--- config.mk ---
export PLATFORM = sky130hd
export DESIGN_NAME = fault_logger
export DESIGN_NICKNAME = d
export VERILOG_FILES = /design/src/rtl/fault_logger.sv
export SDC_FILE = /design/constraint.sdc
export NUM_CORES = 1
export LEC_CHECK = 0
export ABC_AREA = 1
export CAP_MARGIN = 5
export CORE_ASPECT_RATIO = 1.1
export CORE_UTILIZATION = 45
export DETAILED_ROUTE_END_ITERATION = 10
export GPL_TIMING_DRIVEN = 0
export PLACE_DENSITY = 0.76
export SETUP_SLACK_MARGIN = 0.4
export SYNTH_ARGS = -nofsm -noshare
export SYNTH_HDL_FRONTEND = slang
export SYNTH_SLANG_ARGS = --single-unit
--- constraint.sdc ---
create_clock -name i_clk -period 1.73 [get_ports i_clk]
set_input_delay 0.346 -clock i_clk [delete_from_list [all_inputs] [get_ports i_clk]]
set_output_delay 0.346 -clock i_clk [all_outputs]
set_load 0.02 [all_outputs]
--- src/rtl/fault_logger.sv ---
// rtl/fault_logger.sv - counts invalid periods, logs their tick durations into a FIFO
// Optional max-duration hold register enabled by FAULT_LOGGER_MAX_HOLD_EN
module fault_logger #(
  parameter logic [15:0] TICK_DIV = 16'd10000,
  parameter int          DEPTH    = 4
) (
  input  logic       i_clk,
  input  logic       i_rst_n,
  input  logic       i_valid,
  input  logic       i_rd,
  input  logic       i_clear,
  output logic       o_fault_active,
  output logic [7:0] o_event_count,
  output logic [7:0] o_data,
  output logic       o_empty,
  output logic       o_full,
  output logic       o_overflow,
  output logic [7:0] o_max_dur
);
  localparam int AW = $clog2(DEPTH);

  typedef enum logic {IDLE = 1'b0, FAULT = 1'b1} state_t;
  state_t state, state_nxt;

  logic [15:0]   presc;
  logic [7:0]    dur, dur_nxt;
  logic          wrap, enter, push;
  logic [2:0]    rd_sync;
  logic          pop_req, pop_ok, push_ok;
  logic [AW:0]   wr_ptr, rd_ptr;
  logic [7:0]    mem [DEPTH];
  logic [7:0]    event_count;
  logic          overflow;

  always_ff @(posedge i_clk or negedge i_rst_n) begin
    if (!i_rst_n) state <= IDLE;
    else          state <= state_nxt;
  end

  always_comb begin
    state_nxt = state;
    case (state)
      IDLE:    if (!i_valid) state_nxt = FAULT;
      FAULT:   if (i_valid)  state_nxt = IDLE;
      default: state_nxt = IDLE;
    endcase
  end

  always_comb begin
    o_fault_active = (state == FAULT);
    enter          = (state == IDLE) && !i_valid;
    push           = (state == FAULT) && i_valid;
  end

  // The push edge still counts as a FAULT cycle, so a wrap on that edge is recorded.
  assign wrap    = (state == FAULT) && (presc == TICK_DIV - 16'd1);
  assign dur_nxt = (wrap && dur != 8'hFF) ? dur + 8'd1 : dur;

  always_ff @(posedge i_clk or negedge i_rst_n) begin
    if (!i_rst_n) begin
      presc <= '0;
      dur   <= '0;
    end else if (enter) begin
      presc <= '0;
      dur   <= '0;
    end else if (state == FAULT) begin
      presc <= wrap ? 16'd0 : presc + 16'd1;
      dur   <= dur_nxt;
    end
  end

  always_ff @(posedge i_clk or negedge i_rst_n) begin
    if (!i_rst_n) rd_sync <= '0;
    else          rd_sync <= {rd_sync[1:0], i_rd};
  end

  assign pop_req = rd_sync[1] && !rd_sync[2];
  assign o_empty = (wr_ptr == rd_ptr);
  assign o_full  = (wr_ptr == {~rd_ptr[AW], rd_ptr[AW-1:0]});
  assign pop_ok  = pop_req && !o_empty;
  // A same-cycle pop frees the slot a full-FIFO push needs.
  assign push_ok = push && (!o_full || pop_ok);

  always_ff @(posedge i_clk or negedge i_rst_n) begin
    if (!i_rst_n) begin
      wr_ptr <= '0;
      rd_ptr <= '0;
    end else if (i_clear) begin
      wr_ptr <= '0;
      rd_ptr <= '0;
    end else begin
      if (pop_ok)  rd_ptr <= rd_ptr + (AW+1)'(1);
      if (push_ok) wr_ptr <= wr_ptr + (AW+1)'(1);
    end
  end

  always_ff @(posedge i_clk) begin
    if (push_ok && !i_clear) mem[wr_ptr[AW-1:0]] <= dur_nxt;
  end

  assign o_data = o_empty ? 8'd0 : mem[rd_ptr[AW-1:0]];

  always_ff @(posedge i_clk or negedge i_rst_n) begin
    if (!i_rst_n) begin
      event_count <= '0;
      overflow    <= 1'b0;
    end else if (i_clear) begin
      event_count <= '0;
      overflow    <= 1'b0;
    end else begin
      if (enter && event_count != 8'hFF) event_count <= event_count + 8'd1;
      if (push && !push_ok)              overflow    <= 1'b1;
    end
  end

  assign o_event_count = event_count;
  assign o_overflow    = overflow;

`ifdef FAULT_LOGGER_MAX_HOLD_EN
  logic [7:0] max_dur;
  always_ff @(posedge i_clk or negedge i_rst_n) begin
    if (!i_rst_n)                          max_dur <= '0;
    else if (i_clear)                      max_dur <= '0;
    else if (push_ok && dur_nxt > max_dur) max_dur <= dur_nxt;
  end
  assign o_max_dur = max_dur;
`else
  assign o_max_dur = 8'd0;
`endif

endmodule
# Word-level counts from Yosys, hierarchy flattened
# Memories as Yosys holds them, arrays and structs flattened.
# Cells that the tools add are included.
# W data, S select, Z words.
word_totals:
  ff_bits: 43
  word_cells: 61
  n_memories: 1
  ram_bits: 32
classes:
  reduce_logical: 22
  bitwise: 2
  muxes: 18
  eq_ne: 5
  add_sub_neg: 5
mem_list:
  columns: ["name", "words", "width", "rd", "rd_clocked_by_memory_dff", "wr", "line_no", "source"]
  rows:
  - ["mem", 4, 8, 1, 0, 1, "31", "logic [7:0] mem [DEPTH];"]
ops:
  columns: ["cell", "count"]
  rows:
  - ["$mux W16", 3]
  - ["$mux W8", 6]
  - ["$add A16 B1 Y16 const B", 1]
  - ["$add A8 B1 Y8 const B", 2]
  - ["$eq A16 B14 Y1 const B", 1]
  - ["$ne A8 B8 Y1 const B", 2]
  - ["$mux W3", 4]
  - ["$logic_and A1 B1 Y1", 10]
  - ["$reduce_bool A2 Y1", 5]
  - ["$add A3 B1 Y3 const B", 2]
  - ["$eq A3 B3 Y1", 2]
  - ["$logic_not A1 Y1", 6]
  - ["$mux W1", 5]
  - ["$not A1 Y1", 2]
  - ["$logic_or A1 B1 Y1", 1]

# Depth between registers and ports, before layout
depth:
  depth_word: 9
  depth_mapped: 10
  mapped_depth_nobuf: 9

# Worst setup path after synthesis
# OpenSTA, ideal clock, no wires.
synth_path:
  kind: "register to register"
  start: "register rd_ptr[1]"
  end: "memory mem[0][0] (enable)"
  path_slack_ns: -0.081
  t_required_ns: 1.359
  period_less_slack_ns: 1.811
  stages_incl_launch_ff: 8
  arrival_time_ns: 1.441
  setup_time_ns: 0.371
  path_cell_list: "dfrtp_1 buf_4 xnor2_1 nand2_1 nor2_4 nand2_2 nand3_1 nor2_1"
synth_between:
  word_cells_on_any_way: 10
  classes_between: "eq/ne: 2; mux: 2; reduce/logical: 6"
synth_lines:
  columns: ["element", "line_no", "source"]
  rows:
  - ["start: declaration", "30", "logic [AW:0] wr_ptr, rd_ptr;"]
  - ["start signal: assignment", "92", "if (pop_ok) rd_ptr <= rd_ptr + (AW+1)'(1);"]
  - ["$eq A3 B3 Y1", "79", "assign o_full = (wr_ptr == {~rd_ptr[AW], rd_ptr[AW-1:0]});"]
  - ["net o_full", "16", "output logic o_full,"]
  - ["$logic_not A1 Y1", "82", "assign push_ok = push && (!o_full || pop_ok);"]
  - ["$logic_or A1 B1 Y1", "82", null]
  - ["$logic_and A1 B1 Y1", "82", null]
  - ["$logic_and A1 B1 Y1", "98", "if (push_ok && !i_clear) mem[wr_ptr[AW-1:0]] <= dur_nxt;"]
  - ["$mux W1", "98", null]
  - ["$mux W1 (not written as such)", "98", null]
  - ["end: declaration", "31", null]
# The timed path passes the listed nets, and every way through them passes these cells.

# Worst setup path after layout
layout_path:
  start: "register rd_ptr[0]"
  end: "output o_data[2]"
layout_between:
  elab_chain_len: 2
  word_cells_on_any_way: 3
  classes_between: "eq/ne: 1; mux: 1; memory: 1"
layout_rtl:
  columns: ["element", "line_no", "source"]
  rows:
  - ["$mem_v2 Z4 W8 / $eq A3 B3 Y1 (equally long branches)", null, null]
  - ["$mux W8 *", "101", "assign o_data = o_empty ? 8'd0 : mem[rd_ptr[AW-1:0]];"]
  - ["end: declaration", "14", "output logic [7:0] o_data,"]
# Every way passes the cells marked *; elsewhere a longest branch is shown, timed or not.

==> results.json <==
{
  "synth.top_cell.area_share": 0.263,
  "num_vias": 3960,
  "seq_area_um2": 2060,
  "start_kind": "flop",
  "synth_area_leader_cell": "dfrtp_1",
  "clock_latency_ps": 370,
  "max_cap_viol_count": 0,
  "leakage_nw": 2.87,
  "final.period_utilization": 1.21,
  "worst_ep_arrival_time_ps": 1750,
  "cts_made_buffers": 9,
  "grt_max_degree": 40,
  "critical_path.max_fanout": 10,
  "worst_slack_ps": -370,
  "drtIter0Drc": 282,
  "synthTopCellsByCount": "110 x nand2_1, 64 x nor2_1, 60 x inv_1, 43 x dfrtp_1, 41 x nand3_1",
  "ir_drop_mv": 0.533,
  "multi_input_area_um2": 2470,
  "rsz0062_at_grt": "true",
  "final_util": 0.724,
  "drc": 0,
  "drive_gt1_frac": 0.528,
  "grt_use_total": 0.235,
  "num-fill-cells": 528,
  "start_util": 0.464,
  "violations": "setup timing",
  "antenna_cells": 0,
  "synthArstFlopShare": 0.573,
  "reg2reg_slack_ps": -120,
  "totalWireLength_mm": 14.0,
  "seq_area_frac_synth": 0.498,
  "crit_type": "flop to output port",
  "io_buffers": 24,
  "synth_area_um2": 4090,
  "synth.area.top_cells": "dfrtp_1 26%, edfxtp_1 23%, nand2_1 10%, nor2_1 5.9%, inv_1 5.5%",
  "fin_nets": 610,
  "core_um2": 8830,
  "ys_ff_latch": 75,
  "gp_congestion": 0.832,
  "grt-ovfl-total": 0,
  "firstDrtPassIters": 5,
  "max_freq_mhz": 476,
  "routedWlPerCell_um": 19.5,
  "die_y_um": 102,
  "antenna_found_initial": 0,
  "crit_required_ps": 1380,
  "clk_pin_slew_ps": 100,
  "synth.avg_cell_area_um2": 8.54,
  "hpwlAfterDp_mm": 5.84,
  "p_total_mw": 4.06,
  "maxSlewViolCount": 0,
  "dieWidth_um": 92.9,
  "pre_cts_ws_ps": -581,
  "synth.most_common_cell": "nand2_1",
  "power_density_nw_per_um2": 635,
  "syn2layout_area_growth_pct": 56.2,
  "cts.sinks": 75,
  "cts_tree": "built",
  "die-area_um2": 9480,
  "setup-violations-final": 42,
  "rows": 36,
  "period_needed_ps": 2100,
  "synth_cells": 479,
  "ant_nets": 0,
  "grt_first_pass_wirelength_mm": 17.0,
  "grt_pass1_vias": 3605,
  "synth_cell_types": 34,
  "r2r_cells": 6,
  "htreeDepth": 3,
  "ys_warn_count": 0,
  "min_path_type": "primary input to asynchronous set/reset pin",
  "synth_edf_count": 32,
  "ioPinCount": 33,
  "status": "complete, but fails checks",
  "finClkSkew_ps": 21.7,
  "yosys_most_used_dff": "dfrtp_1",
  "cp-end-kind": "output port",
  "cts_root_buf": "clkbuf_8",
  "clock_path_buffers": 2,
  "routed_via_density": 5.53,
  "final-hold-violation-count": 0
}
what timing repair did:
item | 4_1_cts | 5_1_grt
setup endpoints to repair | 121 | 118
hold buffers | 1 | 0
setup buffers | 46 | 24
pin swaps | 50 | 48
resized for setup | 250 | 112
cloned | 2 | 2
endpoints found under the hold margin | 4 | 0
stage by stage:
stage,TNS (ps),hold slack [ps],std cells,instance area (um2)
after floorplan,0,50.4,486,4270
after global placement,-55250,334,624,4650
after detailed placement,-18420,180,625,4670
after CTS,-2150,333,690,5810
after global routing,-6390,384,716,6390
final,-5750,362,716,6390
metal layers:
metal	vias up	share of wire	track usage
met5	-	0	0
met1	1921	0.35	0.262
met4	0	0.051	0.107
met2	196	0.56	0.438
met3	60	0.045	0.0409
li1	1783	-	-
critical path: stages (launching register included):
cell	delay, ps
dfrtp_1	410
buf_8	160
buf_8	140
o21ai_1	260
o32ai_2	150
nand2_2	90
inv_2	40
buf_6	120
cell usage in the layout, fill, tap and decap left out, types with 6 or more instances in the layout:
master and instances:
a21oi_2 6, buf_12 7, buf_4 48, buf_6 49, buf_8 6, clkbuf_8 10, conb_1 8, dfrtp_1 25
dfrtp_2 18, edfxtp_1 32, inv_1 38, inv_2 19, nand2_1 69, nand2_2 24, nand2_4 25, nand3_1 22
nand3_2 11, nand3_4 9, nand4_1 12, nor2_1 38, nor2_2 11, nor2_4 24, o21ai_0 7, o21ai_1 6
o21ai_2 12, xor2_1 8
registers in the layout, summed over array words and instances, names as in the netlist:
| signal | count |
|---|---|
| dur | 8 |
| mem | 32 |
| o_event_count | 8 |
| o_fault_active | 1 |
| o_overflow | 1 |
| presc | 16 |
| rd_ptr | 3 |
| rd_sync | 3 |
| wr_ptr | 3 |
cell families (layout without fill, tap and decap cells):
| logic type | Yosys count | after routing | share of synthesized area |
|---|---|---|---|
| simple gates | 256 | 256 | 0.287 |
| buf+inv | 82 | 198 | 0.0935 |
| flops | 75 | 75 | 0.498 |
| compound gates | 44 | 44 | 0.0682 |
| xor+xnor | 13 | 13 | 0.0278 |
| fa+ha+maj | 8 | 8 | 0.0245 |
| other cells | 1 | 8 | 0.000916 |
worst paths after layout:
| kind | endpoint | startpoint |
|---|---|---|
| min reg2reg | rd_sync[1] | rd_sync[0] |
| max reg2reg | mem[1][3] | rd_sync[2] |
| min in group i_clk | rd_sync[1] | rd_sync[0] |
| min | rd_ptr[1] | i_rst_n |
| max | o_data[2] | rd_ptr[0] |
| max in group asynchronous | presc[14] | i_rst_n |
area by class of cell:
cell class / instances / area share
plain buffers: 21 / 0.0341
clock buffers: 10 / 0.0200
clock inverters: 6 / 0.0102
inverters: 61 / 0.0403
multi-input cells: 329 / 0.387
flip-flops and latches: 75 / 0.322
well taps: 114 / 0.0223
repair buffers: 100 / 0.164
power breakdown:
part | leakage [nW] | internal (mW) | switching [mW] | total (mW)
Combinational | 1.92 | 0.343 | 0.385 | 0.728
Clock | 0.0966 | 0.670 | 0.725 | 1.40
Sequential | 0.856 | 1.88 | 0.0532 | 1.94
Power figures use the tool's default switching activity.
